## config.mk

```make
export PLATFORM = sky130hd
export DESIGN_NAME = memory_map_master_n
export DESIGN_NICKNAME = d
export VERILOG_FILES = /design/src/rtl/memory_map_pkg.sv /design/src/rtl/addr_region_decoder.sv /design/src/rtl/memory_map_master_n.sv
export SDC_FILE = /design/constraint.sdc
export NUM_CORES = 1
export LEC_CHECK = 0
export ABC_AREA = 1
export ABC_CLOCK_PERIOD_IN_PS = 3300
export CAP_MARGIN = 40
export CORE_MARGIN = 2
export CORE_UTILIZATION = 38
export CTS_CLUSTER_SIZE = 28
export DETAILED_ROUTE_END_ITERATION = 12
export PLACE_DENSITY_LB_ADDON = 0.25
export SYNTH_ARGS = -nofsm -noshare
export SYNTH_HDL_FRONTEND = slang
export SYNTH_SLANG_ARGS = --single-unit
```

## constraint.sdc

```tcl
create_clock -name clk -period 3.3 [get_ports clk]
set_input_delay 0.66 -clock clk [delete_from_list [all_inputs] [get_ports clk]]
set_output_delay 0.66 -clock clk [all_outputs]
set_load 0.02 [all_outputs]
```

## src/rtl/memory_map_pkg.sv

```systemverilog
// Shared definitions for the memory-map master: FSM encoding, default
// slave windows and the slave-index width helper.
package memory_map_pkg;

    typedef enum logic [1:0] {
        IDLE   = 2'd0,
        ACCESS = 2'd1,
        RESP   = 2'd2
    } state_t;

    localparam int unsigned DEFAULT_ADDR_WIDTH = 32;
    localparam int unsigned DEFAULT_N_SLAVES   = 4;

    // Slot 0 (ROM) sits in the LSBs, followed by UART and two peripherals.
    localparam logic [DEFAULT_N_SLAVES*DEFAULT_ADDR_WIDTH-1:0] DEFAULT_BASES =
        {32'h1001_0060, 32'h1001_0040, 32'h1001_0020, 32'h0040_0000};
    localparam logic [DEFAULT_N_SLAVES*DEFAULT_ADDR_WIDTH-1:0] DEFAULT_LIMITS =
        {32'h1001_0080, 32'h1001_0060, 32'h1001_0040, 32'h1001_0020};

    function automatic int unsigned idx_width(input int unsigned n);
        return (n > 1) ? $clog2(n) : 1;
    endfunction

    localparam int unsigned DEFAULT_IDX_W = idx_width(DEFAULT_N_SLAVES);

endpackage

```

## src/rtl/addr_region_decoder.sv

```systemverilog
// Combinational window decoder: reports whether the address falls inside any
// [base, limit) window and the lowest-numbered matching slave.
module addr_region_decoder
    import memory_map_pkg::*;
#(
    parameter int unsigned ADDR_WIDTH = 32,
    parameter int unsigned N_SLAVES   = 4,
    parameter int unsigned IDX_W      = DEFAULT_IDX_W
) (
    input  logic [ADDR_WIDTH-1:0]          address,
    input  logic [N_SLAVES*ADDR_WIDTH-1:0] bases,
    input  logic [N_SLAVES*ADDR_WIDTH-1:0] limits,
    output logic                           hit,
    output logic [IDX_W-1:0]               idx
);

    always_comb begin
        hit = 1'b0;
        idx = '0;
        // First match is kept, so overlapping windows resolve to the lowest index.
        for (int unsigned k = 0; k < N_SLAVES; k++) begin
            if (!hit &&
                (address >= bases[k*ADDR_WIDTH +: ADDR_WIDTH]) &&
                (address <  limits[k*ADDR_WIDTH +: ADDR_WIDTH])) begin
                hit = 1'b1;
                idx = IDX_W'(k);
            end
        end
    end

endmodule

```

## src/rtl/memory_map_master_n.sv

```systemverilog
// Registered memory-map master: decodes a core access to one of N_SLAVES
// windows, waits on the slave's ready with a timeout and returns data/error.
module memory_map_master_n
    import memory_map_pkg::*;
#(
    parameter int unsigned DATA_WIDTH = 32,
    parameter int unsigned ADDR_WIDTH = 32,
    parameter int unsigned N_SLAVES   = 4,
    parameter logic [N_SLAVES*ADDR_WIDTH-1:0] BASES  = DEFAULT_BASES,
    parameter logic [N_SLAVES*ADDR_WIDTH-1:0] LIMITS = DEFAULT_LIMITS,
    parameter int unsigned TIMEOUT    = 15
) (
    input  logic                           clk,
    input  logic                           rst,
    input  logic [ADDR_WIDTH-1:0]          address,
    input  logic [DATA_WIDTH-1:0]          wd,
    input  logic                           we,
    input  logic                           re,
    output logic [DATA_WIDTH-1:0]          rd,
    output logic                           stall,
    output logic                           bus_err,
    output logic [ADDR_WIDTH-1:0]          map_Address,
    output logic [DATA_WIDTH-1:0]          map_Data,
    output logic [N_SLAVES-1:0]            HSel,
    output logic [N_SLAVES-1:0]            WSel,
    input  logic [N_SLAVES*DATA_WIDTH-1:0] HRData,
    input  logic [N_SLAVES-1:0]            HReady
);

    localparam int unsigned IDX_W = idx_width(N_SLAVES);
    localparam int unsigned CNT_W = idx_width(TIMEOUT + 1);

    state_t state, state_next;

    logic                  req;
    logic                  dec_hit;
    logic [IDX_W-1:0]      dec_idx;
    logic [ADDR_WIDTH-1:0] dec_base;
    logic [ADDR_WIDTH-1:0] dec_offset;
    logic [N_SLAVES-1:0]   dec_onehot;

    logic [IDX_W-1:0]      sel_q;
    logic                  we_q;
    logic [CNT_W-1:0]      cnt;
    logic                  sel_ready;
    logic                  timed_out;

    addr_region_decoder #(
        .ADDR_WIDTH (ADDR_WIDTH),
        .N_SLAVES   (N_SLAVES),
        .IDX_W      (IDX_W)
    ) u_decoder (
        .address (address),
        .bases   (BASES),
        .limits  (LIMITS),
        .hit     (dec_hit),
        .idx     (dec_idx)
    );

    assign req        = we | re;
    assign dec_base   = BASES[dec_idx*ADDR_WIDTH +: ADDR_WIDTH];
    assign dec_offset = address - dec_base;
    assign dec_onehot = N_SLAVES'(1) << dec_idx;
    assign sel_ready  = HReady[sel_q];
    assign timed_out  = (cnt == CNT_W'(TIMEOUT));
    assign stall      = req & (state != RESP);

    always_ff @(posedge clk) begin
        if (rst) state <= IDLE;
        else     state <= state_next;
    end

    always_comb begin
        state_next = state;
        case (state)
            IDLE:    if (req) state_next = dec_hit ? ACCESS : RESP;
            ACCESS:  if (sel_ready || timed_out) state_next = RESP;
            RESP:    state_next = IDLE;
            default: state_next = IDLE;
        endcase
    end

    // Selects are loaded on the IDLE->ACCESS edge and cleared on leaving
    // ACCESS, so they come straight from flops and never outside ACCESS.
    always_ff @(posedge clk) begin
        if (rst) begin
            rd          <= '0;
            bus_err     <= 1'b0;
            map_Address <= '0;
            map_Data    <= '0;
            HSel        <= '0;
            WSel        <= '0;
            sel_q       <= '0;
            we_q        <= 1'b0;
            cnt         <= '0;
        end else begin
            case (state)
                IDLE: begin
                    cnt <= '0;
                    if (req) begin
                        if (dec_hit) begin
                            sel_q       <= dec_idx;
                            we_q        <= we;
                            map_Address <= dec_offset >> 2;
                            map_Data    <= wd;
                            HSel        <= dec_onehot;
                            WSel        <= we ? dec_onehot : '0;
                        end else begin
                            rd      <= '0;
                            bus_err <= 1'b1;
                        end
                    end
                end
                ACCESS: begin
                    if (sel_ready) begin
                        HSel    <= '0;
                        WSel    <= '0;
                        rd      <= we_q ? '0 : HRData[sel_q*DATA_WIDTH +: DATA_WIDTH];
                        bus_err <= 1'b0;
                    end else if (timed_out) begin
                        HSel    <= '0;
                        WSel    <= '0;
                        rd      <= '0;
                        bus_err <= 1'b1;
                    end else begin
                        cnt <= cnt + 1'b1;
                    end
                end
                default: ;
            endcase
        end
    end

endmodule

```

# [After elaboration in Yosys (flattened, before gate mapping)]
# Cells that the tools add are included.
[word_totals] ff_bits=112 elab_cells=90 output_inout_bits=106 inputBits=200
[op_classes] shifts=3 muxes=36 addsub=2 bitwise=2 n_eq_ne=10 n_reduce_logical=18 magnitude_cmp=9
[ops] cell="$mux W32" n=5
[ops] cell="$lt A32 B29 Y1 const B" n=4
[ops] cell="$shiftx A128 B8 Y32" n=1
[ops] cell="$shiftx A128 B8 Y32 const A" n=1
[ops] cell="$ge A32 B29 Y1 const B" n=3
[ops] cell="$pmux W32 S2" n=1
[ops] cell="$mux W4" n=9
[ops] cell="$ge A32 B23 Y1 const B" n=1
[ops] cell="$sub A32 B32 Y32" n=1
[ops] cell="$pmux W4 S2" n=3
[ops] cell="$ne A2 B2 Y1 const B" n=7
[ops] cell="$mux W1" n=10
[ops] cell="$mux W2" n=5
[ops] cell="$reduce_and A4 Y1" n=2
[ops] cell="$logic_and A1 B1 Y1" n=7
[ops] cell="$reduce_and A3 Y1" n=2
[ops] cell="$add A4 B1 Y4 const B" n=1
[ops] cell="$eq A4 B4 Y1 const B" n=1
[ops] cell="$pmux W2 S2" n=1
[ops] cell="$shl A1 B2 Y4 const A" n=1
[ops] cell="$logic_not A1 Y1" n=3
[ops] cell="$lt A2 B3 Y1 const B" n=1
[ops] cell="$ne A3 B3 Y1 const B" n=1
[ops] cell="$bmux W1 S2" n=1
[ops] cell="8 further kinds" n=8

# [Logic depth before layout (Yosys ltp)]
# Gate-level depths: netlist of the first run.
[logic_depth] ltp_word=20 ltp_mapped=23 depth_no_buf=23

# [By module]
# A second synthesis of the first run with hierarchy kept.
[hier_totals] cells_unflattened=1987 hier_area_um2=12599.6
[modules_own_cells] module="addr_region_decoder" n_inst=1 area_each_um2=6729.0 seq_area_each_um2=0.0 cells_per_inst=1079
[modules_own_cells] module="memory_map_master_n" n_inst=1 area_each_um2=5870.6 seq_area_each_um2=2242.2 cells_per_inst=908

# [Worst setup path before layout of the first run]
# Ideal clock, no wire load.
[synth_timing] path_kind="input to register" from="input port address[20]" to="register map_Address[26]" cell_stages=18 t_arrival_ns=3.047 slack_ns=0.139 setup_time_ns=0.114 cell_sequence="nor2_2 > nand2_2 > nor2_4 > nand4_1 > nor2_2 > inv_1 > o21ai_0 > inv_1 > ha_1 > nor2_1 > nor2_1 > nor3_1 > nand2_1 > nand3_1 > nand2_1 > or2_2 > a21oi_1 > nor2_1"
[synth_via] elab_chain_cells=17 word_cells_on_any_way=28
[synth_lines] item="start: declaration" line="memory_map_master_n.sv:15" text="input logic [ADDR_WIDTH-1:0] address,"
[synth_lines] item="$ge A32 B23 Y1 / $lt A32 B29 Y1 (equally long branches)" line="addr_region_decoder.sv:23, addr_region_decoder.sv:24"
[synth_lines] item="$logic_and A1 B1 Y1" line="addr_region_decoder.sv:23" text="(address >= bases[k*ADDR_WIDTH +: ADDR_WIDTH]) &&"
[synth_lines] item="$mux W1" line="addr_region_decoder.sv:22" text="if (!hit &&"
[synth_lines] item="$logic_not A1 Y1" line="addr_region_decoder.sv:22"
[synth_lines] item="$logic_and A1 B1 Y1" line="addr_region_decoder.sv:22"
[synth_lines] item="$logic_and A1 B1 Y1" line="addr_region_decoder.sv:23"
[synth_lines] item="$mux W1" line="addr_region_decoder.sv:22"
[synth_lines] item="$logic_not A1 Y1" line="addr_region_decoder.sv:22"
[synth_lines] item="$logic_and A1 B1 Y1" line="addr_region_decoder.sv:22"
[synth_lines] item="$logic_and A1 B1 Y1" line="addr_region_decoder.sv:23"
[synth_lines] item="$mux W1" line="addr_region_decoder.sv:22"
[synth_lines] item="$logic_not A1 Y1" line="addr_region_decoder.sv:22"
[synth_lines] item="$logic_and A1 B1 Y1" line="addr_region_decoder.sv:22"
[synth_lines] item="$logic_and A1 B1 Y1" line="addr_region_decoder.sv:23"
[synth_lines] item="$mux W2" line="addr_region_decoder.sv:22"
[synth_lines] item="$shiftx A128 B8 Y32" line="memory_map_master_n.sv:61" text="assign dec_base = BASES[dec_idx*ADDR_WIDTH +: ADDR_WIDTH];"
[synth_lines] item="$sub A32 B32 Y32" line="memory_map_master_n.sv:62" text="assign dec_offset = address - dec_base;"
[synth_lines] item="end signal: assignment" line="memory_map_master_n.sv:104" text="map_Address <= dec_offset >> 2;"
[synth_lines] item="end: declaration" line="memory_map_master_n.sv:22" text="output logic [ADDR_WIDTH-1:0] map_Address,"
# Parallel ways exist; a longest one is shown, timed or not.
# A chain may end at the register's enable or synchronous reset.

# [Worst setup path in the final report of the first run]
[layout_timing] from="input port address[29]" to="register map_Address[26]"
# Same word-level chain as after synthesis.

==> results of run 1 <==
[layer usage]
layer  vias up  track usage, %
met4         0           9.664
li1       4162               -
met5         -               0
met3        40           7.782
met2       267           42.30
met1      3639           30.12
[cell type report]
class,instances,area (um^2),area share [%]
multi-input cells,807,3948,36.24
well taps,225,281.5,2.585
inverters,74,277.8,2.550
clock buffers,9,225.2,2.068
flip-flops and latches,112,2243,20.60
clock inverters,7,75.07,0.6893
repair buffers,401,3841,35.27
[layout by cell type, fill, tap and decap left out, types with 3 or more instances in the layout]
cell,synthesis,layout
nand3_1,64,59
inv_1,68,60
nand4_1,58,58
dlygate4sd2_1,0,4
xor2_1,4,4
o21ai_0,74,71
nor2_4,2,10
o21ai_2,1,3
a31oi_1,3,3
nand2_4,2,4
nor3_2,0,3
clkbuf_16,0,9
dlymetal6s2s_1,0,20
dfxtp_1,112,111
nor2_1,195,174
nand3_2,2,7
a21oi_1,109,108
nand2_1,253,243
nand2_2,6,14
clkdlybuf4s50_1,0,275
nor3_1,8,4
nor2_2,4,17
ha_1,6,5
buf_12,0,3
inv_2,6,14
buf_4,6,97
[cells in the mapped netlist, drive strengths merged]
cell type	instances	area share (%)
o211ai	2	0.23
buf	28	2.5
xor2	4	0.53
ha	6	1.1
nor2	202	12
nand4	58	5.5
o21bai	2	0.23
conb	1	0.057
o31ai	1	0.11
clkbuf	43	2.5
or2	3	0.29
inv	74	4.2
dfxtp	112	34
o21ai	76	6.0
nand3	66	5.2
nand2	261	15
nor3	8	0.61
o2111ai	1	0.13
a221oi	1	0.13
nand3b	1	0.11
a21oi	109	8.3
a211oi	1	0.30
a31oi	3	0.29
[flip-flops by register name (all words and copies together), names as in the netlist]
| signal | flops |
|---|---|
| map_Data | 32 |
| we_q | 1 |
| cnt | 4 |
| HSel | 4 |
| sel_q | 2 |
| WSel | 4 |
| rd | 32 |
| state | 2 |
| bus_err | 1 |
| map_Address | 30 |
[timing repair]
item | in CTS | in global routing
hold endpoints to repair | 0 | 0
pin swaps | 6 | 20
endpoints found under the setup margin | 23 | 24
buffers inserted | 3 | 6
hold buffers | 0 | 0
gates resized for setup | 23 | 70
[power by group through the flow]
stage	Clock (mW)	Sequential, mW	Combinational, mW
after floorplan	0	1.46	0.314
after global placement	0	1.43	0.787
after detailed placement	0	1.43	0.790
after CTS	1.15	1.40	0.800
after global routing	1.19	1.41	0.885
final	1.12	1.40	0.815
[worst reg2reg max path, stage by stage, from the launching register on]
cell and delay, ps:
dfxtp_1 700, nand3_1 140, nand2_1 150, o31ai_1 110, nor2_1 400, a211oi_4 70
buf_4 190, nand2_1 220, nand2_1 90, a21oi_1 140
[worst paths after layout]
check        cells after the start               to        start  slack (ps)
min                              2             we_q         we_q         460
max                             18  map_Address[26]  address[29]         170
max reg2reg                      9          HSel[3]     sel_q[1]        1030
min reg2reg                      2             we_q         we_q         460
[stage by stage]
step                      TNS, ps  worst slack, ps
final                           0            172.6
after global routing       -38.66           -19.00
after CTS                  -6.830           -6.714
after detailed placement   -13800           -693.6
after global placement     -10960           -585.3
after floorplan                 0            139.0
[cells by family after synthesis]
kind of cell	after synthesis	share of synthesized area [%]
AND/OR/NAND/NOR	599	39.23
XOR/XNOR	4	0.5330
AO/OA/AOI/OAI	196	15.74
adder cells (fa/ha/maj)	6	1.142
buffers and inverters	145	9.175
flip-flops	112	34.11
other	1	0.05706
==> flow_summary.ini, run 1 <==
[run_status]
status = finished, final reports clean

[clock_tree]
clk_pin_slew_ps = 90
cts_sinks = 112
htree_levels = 3
clockRootBuffer = clkbuf_16
cts_made_buffers = 9
max-clock-path-buffers = 2
cts_tree = done
worstSkewPairLatency_ps = 360

[setup_path]
startpoint_type = input pin
path_max_fanout = 5
crit_path_max_incr_delay_ps = 410
cp.required_ps = 3560
path_buf_inv = 3
worstPathCellList = clkdlybuf4s50_1, inv_2, nand2_4, or2_4, nand2_4, o211ai_1, o21ai_2, inv_1, ha_1, nor2_4, nor2_4, nor3_4, nand2_2, nand3_1, nand2_1, or2_2, a21oi_1, nor2_1
cp_data_arrival_time_ps = 3390
path_class = in2reg
worst_setup_path_end_kind = register
cpLargestDelayFamily = simple AND/OR/NAND/NOR gates
slowest_stage = clkdlybuf4s50_1

[placement]
dp.cells = 1610
gp_congestion = 0.8690
placed_area_um2 = 10270
dpl.hpwl_mm = 17.80
io_buffers = 301

[detailed_routing]
first_pass_iters = 5
highest_layer = met4
drc = 0
wl_met3_mm = 2.189
vias = 8108
wl_mm = 24.68
drtIter0Drc = 432
wl_per_cell_um = 15.10
viasPerCell = 4.959
drtAntennaViolNets = 0
routed-wl-met2_mm = 11.55
wl_met1_mm = 10.25

[pwr]
swShare_pct = 30.20
switching_power_mw = 1.008
power.share.clock_pct = 33.6
power_density_nw_per_um2 = 306.5
leakagePower_nw = 4.631
ir_drop_v = 0.0002447
combPwrFrac_pct = 24.4
p_int_mw = 2.330
p_total_mw = 3.338
p_seq_share_pct = 42.0

[synth]
avgSynthCellArea_um2 = 6.183
syn_inst = 1063
synthesis.area_um2 = 6573
synth_seq_cells = 112
ys_seq_area_share_pct = 34.11
ys_types = 36
ys_warn_count = 0

[die]
fp-row-count = 48
dieArea_um2 = 18360
dieHeight_um = 135.5
pin_count = 306
initial_core_util_pct = 38.40
die_w_um = 135.5
placeableCoreArea_um2 = 17120

[timing]
period_share_pct = 94.77
max_freq_mhz = 319.8
tightest_slew_ps = 850.5
finalSetupViolCount = 0
fin_crit_ps = 3127
finClkSkew_ps = 10.73
finalMaxSlewViolations = 0
holdWs_ps = 461.1
maxSlewHeadroom_pct = 43.30
hold_violations = 0

[min_path]
min_path_type = reg2reg

[layout]
stdcell_count = 1635
post-route-util_pct = 63.63
syn_to_final_growth_pct = 65.71
drive_above_1_share_pct = 14.18
diodes = 0
post-route-cell-area_um2 = 10890
nets = 1611
n_fill_cell = 1603

[global_route]
grt-ovfl-total = 0
grt_use_total_pct = 25.16
grt_pass1_vias = 7308
grt_pass1_wl_mm = 36.83
grt_antenna_before_repair = 0
grt_max_degree = 71

[run]
max-cap-violations = 0
No activity file was read; power rests on OpenSTA's default activity.
==> run 2: changes to the inputs <==
--- a/config.mk
+++ b/config.mk
@@ -8,8 +8,10 @@
 export ABC_AREA = 1
 export ABC_CLOCK_PERIOD_IN_PS = 3300
 export CAP_MARGIN = 40
+export CELL_PAD_IN_SITES_DETAIL_PLACEMENT = 0
+export CELL_PAD_IN_SITES_GLOBAL_PLACEMENT = 1
 export CORE_MARGIN = 2
-export CORE_UTILIZATION = 38
+export CORE_UTILIZATION = 25
 export CTS_CLUSTER_SIZE = 28
 export DETAILED_ROUTE_END_ITERATION = 12
 export PLACE_DENSITY_LB_ADDON = 0.25
==> flow_summary.ini, run 2 (synthesis results as in run 1) <==
[timing]
period_share_pct = 95.84
finalSetupViolCount = 0
fin_crit_ps = 3163
setup_tns_ps = 0
tightest_slew_ps = 777.5
finClkSkew_ps = 9.310
finalMaxSlewViolations = 0
max_freq_mhz = 316.2
hold_violations = 0
setup_ws_ps = 137.4
maxSlewHeadroom_pct = 48.17
rsz0062_at_grt = yes
holdWs_ps = 451.8

[die]
dieArea_um2 = 27600
placeableCoreArea_um2 = 25910
dieHeight_um = 166.1
die_w_um = 166.1
fp-row-count = 59
pin_count = 306
initial_core_util_pct = 25.37

[clock_tree]
cts_made_buffers = 9
clk_pin_slew_ps = 90
max-clock-path-buffers = 2
postCtsHoldBufs = 0
cts_tree = done
cts_sinks = 112
clockRootBuffer = clkbuf_16
worstSkewPairLatency_ps = 350
htree_levels = 3

[min_path]
worstHoldPathCells = 2
min_path_type = reg2reg

[detailed_routing]
drc = 0
drtAntennaViolNets = 0
drtIter0Drc = 382
viasPerCell = 4.584
wl_mm = 28.12
first_pass_iters = 4
vias = 8067
wl_per_cell_um = 15.98

[global_route]
grt_antenna_before_repair = 3
grt_use_total_pct = 19.82
grt_pass1_vias = 7943
grt_max_degree = 57
grt-ovfl-total = 0
grt_pass1_wl_mm = 44.31

[setup_path]
cp.depth = 21
path_class = in2reg
crit_path_max_incr_delay_ps = 410
path_buf_inv = 11
slowest_stage = clkdlybuf4s50_1
r2r_cells = 11
worst_setup_path_end_kind = register
startpoint_type = input pin
path_max_fanout = 5
path_common_cell = buf_4
worstPathCellList = clkdlybuf4s50_1, inv_2, nand2_2, or2_4, nand2_4, o21ai_2, o21ai_2, inv_1, ha_4, nor2_4, buf_4, buf_4, buf_4, buf_4, buf_4, buf_4, buf_4, buf_4, nand2_1, a21oi_1, nor2_1
cpLargestDelayFamily = buffers and inverters
cp.required_ps = 3600
cp_data_arrival_time_ps = 3470

[layout]
reg_top3 = map_Data (32), rd (32), map_Address (30)
layout_common_cells = 275 x clkdlybuf4s50_1, 243 x nand2_1, 173 x nor2_1, 111 x dfxtp_1, 109 x buf_4
mostFrequentLayoutCell = clkdlybuf4s50_1
syn_to_final_growth_pct = 69.50
n_fill_cell = 2767
drive_above_1_share_pct = 15.04
nets = 1624
stdcell_count = 1760

[run_status]
status = finished, final reports clean

[placement]
pre_cts_slack_ps = -732.4
io_buffers = 301
dp.cells = 1724
dpl.hpwl_mm = 20.11
gp_congestion = 0.8907

[run]
max-cap-violations = 0

[pwr]
ir_drop_v = 0.0002381
power_density_nw_per_um2 = 309.6
leakagePower_nw = 4.663
p_total_mw = 3.449
==> run 2: worst paths after layout <==
check         startpoint  slack, ps             end
max          address[29]        140  map_Address[4]
min              bus_err        450         bus_err
max reg2reg     sel_q[0]        980          rd[30]
min reg2reg      bus_err        450         bus_err
==> run 2: worst min-delay path: stages (launching register included) <==
cell and delay (ps):
dfxtp_1 320, inv_1 50, a21oi_1 50
==> run 2: repair_timing <==
item | 4_1_cts | 5_1_grt
pin swaps | 12 | 32
gates resized for setup | 44 | 46
setup endpoints to repair | 23 | 26
buffers inserted | 13 | 5
==> run 2: per-layer routing <==
metal	wire length [um]	vias up	global-route usage, %	part of all wire (%)
met5	13	-	0	0.046
met4	163	2	2.836	0.58
met3	1968	12	5.887	7.0
met2	13580	225	34.44	48
met1	12390	3648	24.79	44
li1	-	4180	-	-
==> run 2: through the flow <==
step / area [um^2] / util, %
4_1_cts: 10970 / 42.35
6_report: 11140 / 43.00
3_3_place_gp: 10450 / 40.33
5_1_grt: 11140 / 42.98
2_1_floorplan: 6576 / -
3_5_place_dp: 10450 / 40.33
==> run 2: where the power goes <==
| group | total, mW | internal (mW) | switching (mW) |
|---|---|---|---|
| clock | 1.20 | 0.615 | 0.589 |
| combinational | 0.844 | 0.419 | 0.425 |
| sequential | 1.40 | 1.38 | 0.0193 |
| total | 3.45 | 2.42 | 1.03 |
==> run 2: area by class of cell <==
class                      instances  area [um^2]  area share [%]
inverter                          74        277.8           2.493
clock buffer                       9        225.2           2.022
antenna                            2        5.005         0.04492
multi-input combinational        807         3935           35.32
tap                              335        419.2           3.762
sequential                       112         2243           20.14
clock inverter                     7        96.34          0.8648
timing repair buffer             414         3939           35.35
